**config.mk**
```make
export PLATFORM = sky130hd
export DESIGN_NAME = seg_scan_ctrl_flat
export DESIGN_NICKNAME = d
export VERILOG_FILES = /design/src/rtl/seg_scan_ctrl_if.sv /design/src/rtl/seg_scan_ctrl.sv /design/src/flat_wrapper.sv
export SDC_FILE = /design/constraint.sdc
export NUM_CORES = 1
export LEC_CHECK = 0
export ABC_CLOCK_PERIOD_IN_PS = 7950
export CAP_MARGIN = 20
export CORE_ASPECT_RATIO = 0.8
export CORE_MARGIN = 2
export CORE_UTILIZATION = 30
export CTS_CLUSTER_SIZE = 14
export DETAILED_ROUTE_END_ITERATION = 12
export SLEW_MARGIN = 20
export SYNTH_ARGS = -nofsm -noshare
export SYNTH_HDL_FRONTEND = slang
export SYNTH_SLANG_ARGS = --single-unit
```
**constraint.sdc**
```tcl
create_clock -name clk -period 7.95 [get_ports clk]
set_clock_uncertainty 0.1 [all_clocks]
set_input_delay 1.59 -clock clk [delete_from_list [all_inputs] [get_ports clk]]
set_output_delay 1.59 -clock clk [all_outputs]
set_load 0.02 [all_outputs]
```
**src/rtl/seg_scan_ctrl_if.sv**
```systemverilog
// ---------------------------------------------------------------------------
// seg_scan_ctrl_if
//   Bundles the application-side write/control signals and the board-side
//   display drive of the seven-segment scan controller.
//
//   load         1         single-cycle write strobe for load_data
//   load_data    4*DIGITS  display word, nibble i is digit i (digit 0 rightmost)
//   blank_mask   DIGITS    bit i = 1 forces digit i dark (live)
//   lz_suppress  1         1 = suppress leading zeros (live)
//   seg_data     7         active-low segments {g,f,e,d,c,b,a}
//   dig_sel      DIGITS    active-low digit enables, at most one low
//   frame_start  1         one-cycle pulse when the scan index wraps to 0
//
//   master : application/testbench side (drives load/data/controls)
//   slave  : the scan controller
// ---------------------------------------------------------------------------
interface seg_scan_ctrl_if #(
  parameter int DIGITS = 4
);
  logic                  load;
  logic [4*DIGITS-1:0]   load_data;
  logic [DIGITS-1:0]     blank_mask;
  logic                  lz_suppress;
  logic [6:0]            seg_data;
  logic [DIGITS-1:0]     dig_sel;
  logic                  frame_start;

  modport master (
    output load, load_data, blank_mask, lz_suppress,
    input  seg_data, dig_sel, frame_start
  );

  modport slave (
    input  load, load_data, blank_mask, lz_suppress,
    output seg_data, dig_sel, frame_start
  );
endinterface

```
**src/rtl/seg_scan_ctrl.sv**
```systemverilog
// ---------------------------------------------------------------------------
// seg_scan_ctrl
//   Time-multiplexed scan controller for a common-anode DIGITS-digit
//   seven-segment display. One digit is driven at a time for SHOW_CYCLES
//   clocks, separated by GUARD_CYCLES clocks with every digit off so the
//   previous digit's segments never ghost onto the next one.
//
//   Updates are double-buffered: a load lands in a shadow word and is only
//   copied to the displayed word when the scan wraps from the last digit
//   back to digit 0, so a frame never mixes old and new values.
//
//   Ports:
//     clk   system clock, rising edge
//     rst   synchronous, active-high reset
//     bus   seg_scan_ctrl_if.slave (load/load_data/blank_mask/lz_suppress in,
//           seg_data/dig_sel/frame_start out)
// ---------------------------------------------------------------------------

// Hex nibble to active-low seven-segment pattern {g,f,e,d,c,b,a}.
module seg_hex7_dec (
  input  logic [3:0] hex,
  output logic [6:0] seg_n
);
  always_comb begin
    seg_n = 7'b111_1111;
    case (hex)
      4'h0: seg_n = 7'b100_0000;
      4'h1: seg_n = 7'b111_1001;
      4'h2: seg_n = 7'b010_0100;
      4'h3: seg_n = 7'b011_0000;
      4'h4: seg_n = 7'b001_1001;
      4'h5: seg_n = 7'b001_0010;
      4'h6: seg_n = 7'b000_0010;
      4'h7: seg_n = 7'b111_1000;
      4'h8: seg_n = 7'b000_0000;
      4'h9: seg_n = 7'b001_0000;
      4'hA: seg_n = 7'b000_1000;
      4'hB: seg_n = 7'b000_0011;
      4'hC: seg_n = 7'b100_0110;
      4'hD: seg_n = 7'b010_0001;
      4'hE: seg_n = 7'b000_0110;
      4'hF: seg_n = 7'b000_1110;
      default: seg_n = 7'b111_1111;
    endcase
  end
endmodule

module seg_scan_ctrl #(
  parameter int DIGITS       = 4,
  parameter int SHOW_CYCLES  = 50000,
  parameter int GUARD_CYCLES = 500
) (
  input  logic            clk,
  input  logic            rst,
  seg_scan_ctrl_if.slave  bus
);

  localparam int MAXC  = (SHOW_CYCLES > GUARD_CYCLES) ? SHOW_CYCLES : GUARD_CYCLES;
  localparam int CNT_W = (MAXC > 1) ? $clog2(MAXC) : 1;
  localparam int IDX_W = (DIGITS > 1) ? $clog2(DIGITS) : 1;
  localparam int WORD_W = 4 * DIGITS;

  localparam logic [0:0] ST_GUARD = 1'b0;
  localparam logic [0:0] ST_SHOW  = 1'b1;

  localparam logic [CNT_W-1:0] SHOW_LAST  = CNT_W'(SHOW_CYCLES - 1);
  localparam logic [CNT_W-1:0] GUARD_LAST = CNT_W'(GUARD_CYCLES - 1);
  localparam logic [IDX_W-1:0] IDX_LAST   = IDX_W'(DIGITS - 1);

  logic [0:0]        state_q, state_d;
  logic [CNT_W-1:0]  cnt_q, cnt_d;
  logic [IDX_W-1:0]  idx_q, idx_d;
  logic [WORD_W-1:0] active_q, active_d;
  logic [WORD_W-1:0] shadow_q, shadow_d;
  logic              pending_q, pending_d;
  logic              frame_start_q, frame_start_d;

  logic              show_done;
  logic              guard_done;
  logic              wrap;

  // -------------------------------------------------------------------------
  // Scan sequencing and double buffer
  // -------------------------------------------------------------------------
  assign show_done  = (state_q == ST_SHOW)  && (cnt_q == SHOW_LAST);
  assign guard_done = (state_q == ST_GUARD) && (cnt_q == GUARD_LAST);
  assign wrap       = show_done && (idx_q == IDX_LAST);

  always_comb begin
    state_d       = state_q;
    cnt_d         = cnt_q;
    idx_d         = idx_q;
    active_d      = active_q;
    shadow_d      = shadow_q;
    pending_d     = pending_q;
    frame_start_d = wrap;

    if (state_q == ST_GUARD) begin
      if (guard_done) begin
        state_d = ST_SHOW;
        cnt_d   = '0;
      end else begin
        cnt_d = cnt_q + CNT_W'(1);
      end
    end else begin
      if (show_done) begin
        state_d = ST_GUARD;
        cnt_d   = '0;
        idx_d   = (idx_q == IDX_LAST) ? '0 : idx_q + IDX_W'(1);
      end else begin
        cnt_d = cnt_q + CNT_W'(1);
      end
    end

    // A load landing exactly on the wrap goes straight to the display and
    // supersedes whatever was waiting in the shadow word.
    if (wrap) begin
      if (bus.load) begin
        active_d = bus.load_data;
      end else if (pending_q) begin
        active_d = shadow_q;
      end
      pending_d = 1'b0;
    end else if (bus.load) begin
      shadow_d  = bus.load_data;
      pending_d = 1'b1;
    end
  end

  always_ff @(posedge clk) begin
    if (rst) begin
      state_q       <= ST_GUARD;
      cnt_q         <= '0;
      idx_q         <= '0;
      active_q      <= '0;
      shadow_q      <= '0;
      pending_q     <= 1'b0;
      frame_start_q <= 1'b0;
    end else begin
      state_q       <= state_d;
      cnt_q         <= cnt_d;
      idx_q         <= idx_d;
      active_q      <= active_d;
      shadow_q      <= shadow_d;
      pending_q     <= pending_d;
      frame_start_q <= frame_start_d;
    end
  end

  // -------------------------------------------------------------------------
  // Output decode
  // -------------------------------------------------------------------------
  // lz_zero[i] is set when nibbles DIGITS-1 down to i are all zero, i.e.
  // digit i is a leading zero.
  logic [DIGITS-1:0] lz_zero;
  logic              zero_run;

  always_comb begin
    lz_zero  = '0;
    zero_run = 1'b1;
    for (int i = DIGITS - 1; i >= 0; i--) begin
      zero_run   = zero_run && (active_q[4*i +: 4] == 4'h0);
      lz_zero[i] = zero_run;
    end
  end

  logic [3:0] cur_nib;
  logic [6:0] dec_seg;
  logic       cur_blank;

  assign cur_nib = active_q[4*idx_q +: 4];

  seg_hex7_dec u_dec (
    .hex   (cur_nib),
    .seg_n (dec_seg)
  );

  // Digit 0 is exempt from suppression so an all-zero word still reads "0".
  assign cur_blank = bus.blank_mask[idx_q]
                   | (bus.lz_suppress && (idx_q != '0) && lz_zero[idx_q]);

  logic [DIGITS-1:0] dig_sel_c;
  logic [6:0]        seg_data_c;

  always_comb begin
    dig_sel_c  = '1;
    seg_data_c = 7'b111_1111;
    if (state_q == ST_SHOW) begin
      dig_sel_c[idx_q] = 1'b0;
      seg_data_c       = cur_blank ? 7'b111_1111 : dec_seg;
    end
  end

  assign bus.dig_sel     = dig_sel_c;
  assign bus.seg_data    = seg_data_c;
  assign bus.frame_start = frame_start_q;

endmodule
```
**src/flat_wrapper.sv**
```systemverilog
// flat-port wrapper written by rule: the top's interface ports become plain ports
module seg_scan_ctrl_flat 
#(
  parameter int DIGITS       = 4,
  parameter int SHOW_CYCLES  = 50000,
  parameter int GUARD_CYCLES = 500
)
  (clk, rst, bus_load, bus_load_data, bus_blank_mask, bus_lz_suppress, bus_seg_data, bus_dig_sel, bus_frame_start);
  seg_scan_ctrl_if #(.DIGITS(DIGITS)) bus_i ();
  input  logic clk;
  input  logic rst;
  input wire logic [$bits(bus_i.load)-1:0] bus_load;
  input wire logic [$bits(bus_i.load_data)-1:0] bus_load_data;
  input wire logic [$bits(bus_i.blank_mask)-1:0] bus_blank_mask;
  input wire logic [$bits(bus_i.lz_suppress)-1:0] bus_lz_suppress;
  output wire logic [$bits(bus_i.seg_data)-1:0] bus_seg_data;
  output wire logic [$bits(bus_i.dig_sel)-1:0] bus_dig_sel;
  output wire logic [$bits(bus_i.frame_start)-1:0] bus_frame_start;
  assign bus_i.load = bus_load;
  assign bus_i.load_data = bus_load_data;
  assign bus_i.blank_mask = bus_blank_mask;
  assign bus_i.lz_suppress = bus_lz_suppress;
  assign bus_seg_data = bus_i.seg_data;
  assign bus_dig_sel = bus_i.dig_sel;
  assign bus_frame_start = bus_i.frame_start;
  seg_scan_ctrl #(.DIGITS(DIGITS), .SHOW_CYCLES(SHOW_CYCLES), .GUARD_CYCLES(GUARD_CYCLES)) u_core (.clk(clk), .rst(rst), .bus(bus_i));
endmodule
```
Word level (Yosys, flattened, before mapping)

Memory sizes are Yosys's and may differ from the RTL's.
Index checks and enable logic that the tools add are counted.

Reduce and logical (&&, ||, !) cells: 19
Mux-type cells: 18
Equality and inequality tests: 3
Shift-type cells: 1
Bitwise gates (word level): 4
$add $sub $neg: 2
Order comparisons: 2

Operator list:

| kind                  | number |
|---|---|
| $mux 16               | 5 |
| $add 16x1->16 const B | 1 |
| $eq 16x16->1 const B  | 1 |
| $eq 16x9->1 const B   | 1 |
| $logic_not 4->1       | 4 |
| $shiftx 16x5->4       | 1 |
| $mux 7                | 2 |
| $logic_and 1x1->1     | 9 |
| $mux 1                | 6 |
| $reduce_and 2->1      | 3 |
| $bmux 1 s2            | 2 |
| $mux 4                | 1 |
| $not 4->4             | 1 |
| $reduce_bool 2->1     | 2 |
| $lt 2x3->1 const B    | 1 |
| $add 2x1->2 const B   | 1 |
| $demux 1 s2           | 1 |
| $eq 2x2->1 const B    | 1 |
| $ge 2x1->1 const B    | 1 |
| $mux 2                | 1 |
| $not 1->1             | 2 |
| $reduce_or 2->1       | 1 |
| $or 1x1->1            | 1 |

Memory bits (read-only): 112
Bits of input ports: 24
Memories kept: 1
Register bits after elaboration: 53

Memories:

| name             | depth | bits a word | read ports | clocked after Yosys merged registers in | wr ports | RTL line            | text |
|---|---|---|---|---|---|---|---|
| (name not given) | 16    | 7           | 1          | 0                                       | 0        | seg_scan_ctrl.sv:26 | `case (hex)` |

Longest topological paths before layout

Depth in word-level cells: 10
Depth in mapped cells: 9
Depth with buffers taken out: 8

Cells and area by module

A second synthesis with hierarchy kept.

Cell total of the unflattened synthesis: 339
Area, all modules: 3131.8 um2

Modules (own cells, without submodules):

| module        | times used | area an instance (um2) | cells each | seq. area each (um2) |
|---|---|---|---|---|
| seg_scan_ctrl | 1          | 2884.0                 | 304        | 1061.0 |
| seg_hex7_dec  | 1          | 247.7                  | 35         | 0.0 |

Worst setup path after synthesis

Ideal clock, no wire load.

Kind: input to output
From: input bus_blank_mask[3]
To: output bus_seg_data[1]
Slack: 3.289 ns
Path buffers: 0
Arrival: 2.971 ns
Stages on the path: 3
Required time: 6.260 ns
Cell sequence: mux4_2 nor3b_1 o311ai_0

Longest elaborated chain between the ends: 5

RTL lines:

| what                         | RTL line             | text |
|---|---|---|
| start, declared              | flat_wrapper.sv:14   | `input wire logic [$bits(bus_i.blank_mask)-1:0] bus_blank_mask;` |
| $bmux 1 s2                   | seg_scan_ctrl.sv:179 | `assign cur_blank = bus.blank_mask[idx_q]` |
| $mux 1 (implied by the code) | seg_scan_ctrl.sv:179 |  |
| $or 1x1->1                   | seg_scan_ctrl.sv:180 | `\| (bus.lz_suppress && (idx_q != '0) && lz_zero[idx_q]);` |
| $mux 7                       | seg_scan_ctrl.sv:190 | `seg_data_c = cur_blank ? 7'b111_1111 : dec_seg;` |
| $mux 7                       | seg_scan_ctrl.sv:188 | `if (state_q == ST_SHOW) begin` |
| end, declared                | flat_wrapper.sv:16   | `output wire logic [$bits(bus_i.seg_data)-1:0] bus_seg_data;` |

Every way passes these cells. The select of a mux whose other input is x is not followed.

Worst setup path after layout

Same ends and word-level chain as after synthesis.

==> results.txt <==
- Worst Setup Start Kind: input port
- Top_reg_cell synth: dfxtp_1
- CTS saw 53 sinks.
- Initial antenna violation count: 0
* Synth async-reset ratio: 0%
- The routed design has 6540 um of wire.
- Final #Nets: 379
- In this run the static leakage power is 1.20 nW.
* Achievable clock frequency: 177 MHz
- CTS H-Tree Depth: 2
* Pre-CTS setup slack: 2320 ps
- The worst pin sits at a relative slew slack of 37.6%.
* Tcrit/Tclk final: 71.1%
- The setup path with the least slack is of type in -> out.
- DIE AREA: 10,600 sq um
- Once detail routing completed, the nets flagged for antenna violations numbered 0.
- The floorplan has 32 rows.
- The repair_antennas step left the layout with diodes totalling 0.
- TritonCTS built the clock tree.
- The congestion estimate from routability-driven global placement came to 0.852.
- By count the netlist is led by nor2_1, dfxtp_1, mux2i_1.
- Of the post-synthesis cell area, the dominant cell type holds 36.3%.
- Setup repair after global routing left no endpoint under its margin.
- Once placement completed, the tool counted placed cells totaling 456.
- Dividing the detail-routed via count by the number of cells gives 5.04.
- The layout has 962 filler cells.
- Synth unique cells: 47
- The total overflow left after global routing is 0.
- Hold Buf Count CTS: 0
* Mapped Nets: 356
- Yosys instantiated no cell more often than nor2_1.
- Of the cells placed in the final design, the portion with a size suffix greater than 1 is 10.1%.
- The hold violation total from the final report is 0.
* DRC violation total after the first TritonRoute iteration: 109
- Synth area leaders: dfxtp_1, mux2i_1, mux2_2
- Total of flip-flops plus latches after synthesis: 53
* Post-route worst hold slack: 361 ps
- After synthesis the cells add up to 2930 sq um.
- For this run, the total global-route usage over all layers was measured as 12.9%.
* Maximum number of pins on one net before global-route repair: 39
- For this run, the share of the core covered by cells in the final layout is 36.4%.
* Compound-gate portion of the synthesized area: 6.46%
- Vertical die dimension: 92.3 um
- Counting along the longest clock path gives a buffer depth of 2.
- Summing all placed instances gives a cell area of 3330 sq um.
- The largest total area in the synthesized netlist belongs to dfxtp_1.
* Status: complete, no violations
- In the final routed layout, each cell accounts on average for 14.1 um.
* Xor and xnor area share after synthesis: 3.89%
- Power spread over the standard cell area amounts to 154 nW/um^2.
- Final std cell area, no fill: 3480 sq um
- Filler-free cell count of the finished design: 464
- For this run, the number of Yosys warnings is 0.
- Residual DRC count: 0
- At the pin with the least slew margin, the transition time is 910 ps.
- 36 I/O pins were placed.
- Cts bufs inserted: 5
* Horizontal die dimension: 114 um
* Share of synthesized cell area in full adder, half adder and majority cells: 4.70%
* Via count: 2,338
- The initial utilization of the core area, before any placement, comes to 30.6%.
- Post-layout total power: 0.537 mW
- Combinational family with the most area after synthesis: multiplexers
- Data required time of the worst path: 6260 ps
- Length of the first detailed-routing pass in iterations: 4
* Reg-to-reg setup timing slack: 5260 ps
- Register Area: 1060 sq um
- Worst setup slack after layout: 2300 ps
- The path class of the tightest hold or removal check is reg -> reg.
- After synthesis, flip-flops and latches occupy 36.3% of the total area.
- A synthesized cell averages 9.11 sq um.
* Setup Buffers After CTS: 0
- In the final timing run, aggregate negative setup slack is 0 ps.
* Time the final worst path needs with I/O delays and setup: 5650 ps
- Crit end category: primary output
- Mux contribution to synthesized area: 22.9%
* Core region area: 9570 sq um
* Setup violation total in the final timing report: 0
- Footprint of the multi-input gates: 1730 sq um
- CTS resizes: 0
- The first global-routing pass estimated 11,000 um of wire.
- The number of global-route vias before repair was 2,176.
- Data on the critical path arrives at its endpoint at 3960 ps.
- Along the worst path, the maximum fanout reaches 7.
- The cell sitting at the root of the clock tree is a clkbuf_16.
- The clock reaches the later pin of the worst-skew pair after 290 ps.
- From synthesis to final layout, the design area changed by 19.1%.
- Worst VDD drop: 0.0736 mV
- The count of buffers added on input and output ports is 35.
- Detailed placement finished with a half-perimeter wire length of 4700 um.
* Clock-pin slew on the worst setup and hold paths: 70 ps
* Number of pins with negative max-slew slack in the final report: 0
* Number of instances in the synthesized netlist: 321
- Number of max-capacitance violations reported: 0
- EDFF count, synth: 0
- Area share of and/or/nand/nor cells after synthesis: 21.1%
placed cells by master (no fill, tap or decap), types with 3 or more instances in the layout:
cell type	count
o221ai_1	3
xor2_1	5
dfxtp_1	53
nor4b_1	3
ha_1	11
mux2i_1	41
nor3_1	6
nor4_1	8
xnor2_1	8
nand2_1	20
inv_1	9
a211oi_1	4
or3_1	3
and3_1	4
clkdlybuf4s50_1	35
nand3_1	8
mux2_2	19
nor2_1	57
a21oi_1	6
nand4_1	4
clkbuf_16	5
power by group:
| part | leakage [nW] | internal (mW) | switching [mW] |
|---|---|---|---|
| Clock | 0.0708 | 0.119 | 0.102 |
| Sequential | 0.431 | 0.272 | 0.00366 |
| Combinational | 0.699 | 0.0235 | 0.0167 |
layout make-up:
| class | count | share of cell area, % |
|---|---|---|
| repair buffers | 36 | 10.3 |
| clock buffers | 5 | 3.59 |
| inverters | 10 | 1.08 |
| flip-flops and latches | 53 | 30.5 |
| clock inverters | 3 | 0.718 |
| multi-input cells | 238 | 49.6 |
| well taps | 119 | 4.27 |
registers in the layout, summed over array words and instances, names as in the netlist:
name	count
u_core.state_q	1
u_core.active_q	16
u_core.idx_q	2
u_core.cnt_q	16
u_core.shadow_q	16
u_core.pending_q	1
u_core.bus.frame_start	1
logic make-up after synthesis:
| kind of cell | count (synthesis) |
|---|---|
| adder cells (fa/ha/maj) | 11 |
| XOR/XNOR | 13 |
| buffers and inverters | 30 |
| AND/OR/NAND/NOR | 127 |
| multiplexers | 62 |
| flip-flops | 53 |
| AO/OA/AOI/OAI | 25 |
worst max-delay path: stages:
cell	delay, ps
clkdlybuf4s50_1	390
mux4_2	470
nor3b_1	620
o311ai_0	280
clkdlybuf4s50_1	610
worst paths after layout:
| path | from | end | depth (start not counted) |
|---|---|---|---|
| setup / recovery | bus_blank_mask[3] | bus_seg_data[1] | 5 |
| hold / removal | u_core.cnt_q[0]$_SDFF_PP0_ | u_core.cnt_q[0]$_SDFF_PP0_ | 1 |
| setup reg to reg | u_core.cnt_q[0]$_SDFF_PP0_ | u_core.cnt_q[8]$_SDFF_PP0_ | 6 |
| hold reg to reg | u_core.cnt_q[0]$_SDFF_PP0_ | u_core.cnt_q[0]$_SDFF_PP0_ | 1 |
layer usage:
| metal | up-vias | track usage, % | part of all wire, % | routed length (um) |
|---|---|---|---|---|
| li1 | 1175 | - | - | - |
| met1 | 1098 | 19.6 | 52 | 3400 |
| met2 | 57 | 17.6 | 42 | 2720 |
| met3 | 8 | 3.01 | 5.0 | 325 |
| met4 | 0 | 4.57 | 1.5 | 96 |
| met5 | - | 0 | 0 | 0 |
Power figures use the tool's default switching activity.
